**src/rtl/ram_stream_ctrl_pkg.sv**
```systemverilog
// Shared constants and helpers for the RAM stream controller and its output buffer.
package ram_stream_ctrl_pkg;

  localparam int OBUF_DEPTH = 3;
  localparam int OBUF_PTR_W = 2;

  function automatic int count_width(input int addr_width);
    return addr_width + 1;
  endfunction

  // Circular pointer step for the non-power-of-two output buffer.
  function automatic logic [OBUF_PTR_W-1:0] obuf_next_ptr(input logic [OBUF_PTR_W-1:0] ptr);
    return (ptr == OBUF_PTR_W'(OBUF_DEPTH - 1)) ? '0 : ptr + 1'b1;
  endfunction

endpackage

```
**src/rtl/ram_stream_obuf.sv**
```systemverilog
// Three-entry circular FIFO that absorbs the RAM read latency; push and pop may coincide.
module ram_stream_obuf
  import ram_stream_ctrl_pkg::*;
#(
  parameter int DATA_WIDTH = 10
) (
  input  logic                  clk,
  input  logic                  reset,
  input  logic                  push_i,
  input  logic [DATA_WIDTH-1:0] push_data_i,
  input  logic                  pop_i,
  output logic [DATA_WIDTH-1:0] pop_data_o,
  output logic [OBUF_PTR_W-1:0] occ_o
);

  logic [DATA_WIDTH-1:0] mem_q [OBUF_DEPTH];
  logic [OBUF_PTR_W-1:0] wr_ptr_q, rd_ptr_q, occ_q, occ_d;

  always_comb begin
    occ_d = occ_q;
    case ({push_i, pop_i})
      2'b10:   occ_d = occ_q + 1'b1;
      2'b01:   occ_d = occ_q - 1'b1;
      default: occ_d = occ_q;
    endcase
  end

  always_ff @(posedge clk) begin
    if (!reset) begin
      wr_ptr_q <= '0;
      rd_ptr_q <= '0;
      occ_q    <= '0;
    end else begin
      if (push_i) wr_ptr_q <= obuf_next_ptr(wr_ptr_q);
      if (pop_i)  rd_ptr_q <= obuf_next_ptr(rd_ptr_q);
      occ_q <= occ_d;
    end
  end

  // NOTE: storage is left unreset; occupancy alone decides which entries are meaningful.
  always_ff @(posedge clk) begin
    if (push_i) mem_q[wr_ptr_q] <= push_data_i;
  end

  assign pop_data_o = mem_q[rd_ptr_q];
  assign occ_o      = occ_q;

endmodule

```
**src/rtl/ram_stream_ctrl.sv**
```systemverilog
// Stream-side controller for a pointer-addressed RAM with a 1-cycle registered read:
// tracks occupancy, issues credit-limited reads and buffers the results for the consumer.
module ram_stream_ctrl
  import ram_stream_ctrl_pkg::*;
#(
  parameter int DATA_WIDTH = 10,
  parameter int ADDR_WIDTH = 12
) (
  input  logic                                clk,
  input  logic                                reset,
  input  logic                                in_valid,
  output logic                                in_ready,
  input  logic [DATA_WIDTH-1:0]               in_data,
  output logic                                out_valid,
  input  logic                                out_ready,
  output logic [DATA_WIDTH-1:0]               out_data,
  output logic                                ram_wr_req,
  output logic [DATA_WIDTH-1:0]               ram_wr_data,
  output logic                                ram_rd_req,
  input  logic [DATA_WIDTH-1:0]               ram_rd_data,
  output logic [count_width(ADDR_WIDTH)-1:0]  count,
  output logic                                full,
  output logic                                empty
);

  localparam int CW = count_width(ADDR_WIDTH);
  localparam logic [CW-1:0] CAP = {1'b1, {ADDR_WIDTH{1'b0}}};

  logic [CW-1:0]         count_q, count_d;
  logic                  inflight_q;
  logic [OBUF_PTR_W-1:0] obuf_occ;
  logic [2:0]            credit;
  logic                  obuf_pop;

  assign full        = (count_q == CAP);
  assign in_ready    = !full;
  assign ram_wr_req  = in_valid & in_ready;
  assign ram_wr_data = in_data;

  // Reads only when the result has a guaranteed slot; no path from out_ready.
  assign credit     = 3'(OBUF_DEPTH) - {1'b0, obuf_occ} - {2'b0, inflight_q};
  assign ram_rd_req = (count_q != '0) & (credit != '0) & reset;

  always_comb begin
    count_d = count_q;
    case ({ram_wr_req, ram_rd_req})
      2'b10:   count_d = count_q + 1'b1;
      2'b01:   count_d = count_q - 1'b1;
      default: count_d = count_q;
    endcase
  end

  // NOTE: sequential state uses non-blocking assignments so every register sees pre-edge values.
  always_ff @(posedge clk) begin
    if (!reset) begin
      count_q    <= '0;
      inflight_q <= 1'b0;
    end else begin
      count_q    <= count_d;
      inflight_q <= ram_rd_req;
    end
  end

  assign out_valid = (obuf_occ != '0);
  assign obuf_pop  = out_valid & out_ready;

  ram_stream_obuf #(
    .DATA_WIDTH (DATA_WIDTH)
  ) u_obuf (
    .clk         (clk),
    .reset       (reset),
    .push_i      (inflight_q),
    .push_data_i (ram_rd_data),
    .pop_i       (obuf_pop),
    .pop_data_o  (out_data),
    .occ_o       (obuf_occ)
  );

  assign count = count_q;
  assign empty = (count_q == '0) & (obuf_occ == '0) & !inflight_q;

endmodule
```
**config.mk**
```make
export PLATFORM = sky130hd
export DESIGN_NAME = ram_stream_ctrl
export DESIGN_NICKNAME = d
export VERILOG_FILES = /design/src/rtl/ram_stream_ctrl_pkg.sv /design/src/rtl/ram_stream_obuf.sv /design/src/rtl/ram_stream_ctrl.sv
export SDC_FILE = /design/constraint.sdc
export NUM_CORES = 1
export LEC_CHECK = 0
export ABC_AREA = 1
export CAP_MARGIN = 20
export CORE_MARGIN = 2
export CORE_UTILIZATION = 41
export DETAILED_ROUTE_END_ITERATION = 8
export HOLD_SLACK_MARGIN = 0.03
export MAX_ROUTING_LAYER = met4
export PLACE_DENSITY = 0.64
export SLEW_MARGIN = 20
export SYNTH_ARGS = -nofsm -noshare
export SYNTH_HDL_FRONTEND = slang
export SYNTH_SLANG_ARGS = --single-unit
```
**constraint.sdc**
```tcl
create_clock -name clk -period 3.5 [get_ports clk]
set_clock_uncertainty 0.2 [all_clocks]
set_input_delay 0.7 -clock clk [delete_from_list [all_inputs] [get_ports clk]]
set_output_delay 0.7 -clock clk [all_outputs]
set_load 0.01 [all_outputs]
```
After elaboration in Yosys (flattened, before gate mapping)
Memories as Yosys holds them, arrays and structs flattened. A register that Yosys moved wholly into a read port is not among the register bits. Cells that the tools add are included.

Add/subtract/negate cells: 8. Equality and inequality tests: 7. Mux-type cells: 8. Bitwise gates (word level): 6. Reduce and logical (&&, ||, !) cells: 9.

Operators by type and width (count): 13-bit case mux with 2 select lines (1); 13-bit by 1-bit adder with 13-bit output (second input constant) (1); 13-bit equality test (second input constant) (1); 13-bit zero test (1); 13-bit nonzero test (1); 13-bit by 1-bit subtractor with 13-bit output (second input constant) (1); 2-bit equality test (second input constant) (4); 2-bit two-way mux (4); 2-bit by 1-bit adder with 2-bit output (second input constant) (3); 1-bit bitwise AND (6); 2-bit nonzero test (3); 2-bit by 1-bit equality test with 1-bit output (second input constant) (2); 2-bit case mux with 2 select lines (1); 3-bit nonzero test (1); 2-bit by 2-bit subtractor with 3-bit output (first input constant) (1); 3-bit by 1-bit subtractor with 3-bit output (1); 1-bit zero test (2); 2-bit zero test (1); 1-bit two-way mux (2); 2-bit by 1-bit subtractor with 2-bit output (second input constant) (1).

Register bits: 20. Memory bits (writable): 30. Bits of input ports: 24. Output and inout bits: 39. Memories kept: 1.

Memories: u_obuf.mem_q (depth 3, bits a word 10, read ports 1, clocked after Yosys merged registers in 1, write ports 1, RTL line ram_stream_obuf.sv:16) `logic [DATA_WIDTH-1:0] mem_q [OBUF_DEPTH];`.

Longest topological paths before layout
Word-level depth: 7. Depth in mapped cells: 18. Gate-level depth less buffers: 18.

By module
A second synthesis with hierarchy kept.

Cells, all modules: 356. Area total of the unflattened synthesis: 2872.8 um^2.

By module, submodules not included: ram_stream_ctrl (times used 1, cells an instance 240, area an instance 1452.6 um^2, seq. area each 280.3 um^2); ram_stream_obuf (times used 1, cells an instance 116, area an instance 1420.1 um^2, seq. area each 1061.0 um^2).

Worst setup path after synthesis
OpenSTA, ideal clock, no wires.

Kind: input-to-reg. Start point: in reset. End point: reg count_q[8] (netlist: count[8]). Setup time: 0.109 ns. Arrival time: 2.694 ns. Data required time: 3.191 ns. Setup slack: 0.498 ns. Stages on the path: 15. Buffers on the path: 1. Cells stage by stage: clkinv_1 -> buf_2 -> nor2_1 -> ha_1 -> ha_1 -> nand2_1 -> nand2_2 -> inv_2 -> nand2_2 -> nand2_2 -> nand2_2 -> xnor2_1 -> nand2_1 -> nand2_1 -> inv_1.

Cells in the longest elaborated chain, start to end: 3.

Ends and longest elaborated chain: start: declaration (RTL line ram_stream_ctrl.sv:10) `input logic reset,`; 1-bit bitwise AND * (RTL line ram_stream_ctrl.sv:42) `assign ram_rd_req = (count_q != '0) & (credit != '0) & reset;`; named net ram_rd_req (RTL line ram_stream_ctrl.sv:19) `output logic ram_rd_req,`; 2-bit by 1-bit equality test with 1-bit output / 2-bit equality test (equally long branches) (RTL line ram_stream_ctrl.sv:46) `case ({ram_wr_req, ram_rd_req})`; 13-bit case mux with 2 select lines / 2-bit nonzero test (equally long branches); end signal: assignment (RTL line ram_stream_ctrl.sv:59) `count_q <= count_d;`; end: declaration (RTL line ram_stream_ctrl.sv:29) `logic [CW-1:0] count_q, count_d;`.

Mark *: on every way through the listed nets, which the timed path passes. The rest lies on a longest branch. A chain may end at the register's enable or synchronous reset.

Final worst setup path
Start point: reg count_q[0] (netlist: count[0]). End point: reg count_q[7] (netlist: count[7]).

Cells in the longest elaborated chain, start to end: 5.

Ends and longest elaborated chain: parallel branches: the longest is 5 deep, another holds 13-bit by 1-bit subtractor with 13-bit output.

Parallel ways; which one is timed is not known.

==> qor.tcl <==
set qor(num-fill-cells) 651
set qor(worstSetupStartpointType) {register}
set qor(required_ps) 3520
set qor(crit_type) {reg -> reg}
set qor(cts.sinks) 52
set qor(first_pass_grt_wire_length_um) 9960
set qor(drt.antenna.violating_nets) 0
set qor(power-per-cell-area_mw_per_mm2) 854
set qor(grt-ovfl-total) 0
set qor(synthTopCellsByArea) {edfxtp_1 (32%), dfxtp_1 (16%), nand2_1 (10%)}
set qor(drt_first_pass_iters) 4
set qor(drive_above_1_share) 0.0517
set qor(final.hold.worst_slack_ps) 291
set qor(fin_total_pwr_mw) 2.89
set qor(detail_route.wirelength_um) 6040
set qor(initialDrtViolationCount) 94
set qor(avgViaCountPerCell) 4.89
set qor(yosysSeqAreaShare) 0.477
set qor(detailroute.via_count) 2284
set qor(power_leakage_nw) 1.59
set qor(clk_pin_slew_ps) 100
set qor(layout_min_cycle_time_ps) 2960
set qor(clock_tree.buffer_depth) 2
set qor(initial_utilization) 0.419
set qor(postSynth.asyncResetShare) 0
set qor(fp.dieW_um) 86.8
set qor(cap_violations) 0
set qor(gp_congestion) 0.837
set qor(grt_util_all_layers) 0.174
set qor(hpwlAfterDp_um) 4470
set qor(run_status) {finished, final reports clean}
set qor(ioPinCount) 63
set qor(cell_type_with_the_highest_aggregate_area_in_the_netlist) {edfxtp_1}
set qor(syn_avg_cell_area_um2) 8.13
set qor(multi_input_area_mm2) 0.00113
set qor(die_height_um) 86.8
set qor(tritoncts) {done}
set qor(initial_antenna_violation_count) 0
set qor(timing.reg2reg.worst_path_depth) 17
set qor(synth_edf_count) 30
set qor(final.period_utilization) 0.845
set qor(cts_root_buf) {clkbuf_8}
set qor(port-buffer-count) 42
set qor(rsz0062_at_grt) {false}
set qor(finalHoldViolations) 0
set qor(achievable-frequency_mhz) 338
set qor(cts_post_setup_buffers_inserted) 0
set qor(finalNonFillerCells) 467
set qor(core_area_mm2) 0.00672
set qor(routedWlPerCell_um) 12.9
set qor(grt_pass1_vias) 2213
set qor(final_max_slew_viol_count) 0
set qor(timing.hold.worst.class) {reg -> reg}
set qor(die_area_mm2) 0.00754
set qor(ctsHtreeMaxLevel) 2
set qor(synth_top_cell_area_share) 0.320
set qor(place_inst) 459
set qor(worst_skew_pair.late_latency_ps) 300
set qor(synth_cell_types) 25
set qor(mappedNetlistArea_mm2) 0.00281
set qor(layout-area-overhead-vs-synth_pct) 20.5
set qor(synth.yosys.warnings) 0
set qor(tightestPinTransition_ps) 588
set qor(cts-buffers-inserted) 5
set qor(slew_headroom) 0.608
set qor(pin_count_of_the_biggest_net_entering_global_routing) 19
set qor(worstSetupEndpointType) {register}
set qor(syn-num-nets) 386
set qor(synth_seq_cells) 52
set qor(synth.top_cells.by_count) {nand2_1 (76), inv_1 (59), a21oi_1 (40), edfxtp_1 (30), nor2_1 (30)}
set qor(yosysMostFrequentCell) {nand2_1}
set qor(count_of_nets_after_finishing) 426
set qor(timing.critical_path.arrival_ps) 2980
set qor(num_antenna_cells) 0
set qor(synth_flop_cell) {edfxtp_1}
set qor(netlist_instances) 346
set qor(setup_tns_final_ps) 0
set qor(post_cts_resized) 0
set qor(hold_path_depth) 2
set qor(setup_violations) 0
set qor(final-seq-area_mm2) 0.00134
set qor(cts_hold_buffers) 0
set qor(worst_path_fanout_max) 13
set qor(irDropWorstVdd_mv) 0.458
set qor(remaining_routing_drc_violations) 0
set qor(fp-row-count) 30
[where the power goes]
group,switching (mW),total (mW),internal (mW)
Combinational,0.864,1.56,0.700
Sequential,0.133,0.970,0.837
Clock,0.213,0.360,0.147
Total,1.21,2.89,1.68
[kinds of logic (layout without fill, tap and decap cells)]
group                      Yosys count  after routing  synth area share
adders and majority gates           16             16            0.0738
xor gates and xnor gates             9              9            0.0280
buffers and inverters               79            120             0.120
AOI/OAI and AO/OA                   48             48            0.0881
and+or+nand+nor                    142            142             0.213
DFF                                 52             52             0.477
[registers in the layout, summed over array words and instances (netlist names), named ones only]
name and flops:
count 13, inflight_q 1, u_obuf.mem_q 30, u_obuf.occ_o 2
u_obuf.rd_ptr_q 2, u_obuf.wr_ptr_q 2
[layout make-up]
type | instances | share of cell area
clock buffer | 5 | 0.0203
clock inverter | 3 | 0.00812
inverter | 64 | 0.0709
multi-input combinational | 215 | 0.334
sequential | 52 | 0.396
tap | 80 | 0.0295
timing repair buffer | 48 | 0.141
[layer usage]
layer  global-route usage  up-vias  routed length [um]  share of wire
met2                0.280       53                2850           0.47
li1                     -     1179                   -              -
met3               0.0352        4                 289          0.048
met4               0.0511        0                  57         0.0094
met1                0.222     1048                2850           0.47
met5                    -        -                   0              0
[per-stage QoR]
stage               cell area [um2]  setup WS, ps   util
finish                         3390           542  0.504
global route                   3390           221  0.504
CTS                            3390           531  0.504
detailed placement             3290           319  0.490
global placement               3290           373  0.490
floorplan                      2810           498      -
[worst max-delay path: stages (launching register included)]
cell and delay [ps]:
dfxtp_1 420, nor2_1 140, nand3_1 70, nor2_1 220
nand3_1 130, o21ai_0 120, nor2_1 90, ha_1 220
buf_12 160, ha_1 370, nand2_1 140, nand3_2 140
nand2_1 90, nand2_1 60, xnor2_1 140, nand2_1 70
nand2_1 60, inv_1 30
[layout by cell type (no fill, tap or decap), types with 15 or more instances in the layout]
| cell | instances |
|---|---|
| a21oi_1 | 40 |
| clkdlybuf4s50_1 | 42 |
| dfxtp_1 | 22 |
| edfxtp_1 | 30 |
| ha_1 | 15 |
| inv_1 | 59 |
| nand2_1 | 76 |
| nand3_1 | 19 |
| nor2_1 | 30 |
[final timing paths]
path | startpoint | to | slack [ps]
worst max-delay path | count[0] | count[7] | 540
worst min-delay path | u_obuf.wr_ptr_q[1] | u_obuf.wr_ptr_q[1] | 290
worst max register to register | count[0] | count[7] | 540
worst min register to register | u_obuf.wr_ptr_q[1] | u_obuf.wr_ptr_q[1] | 290
Power figures use the tool's default switching activity.
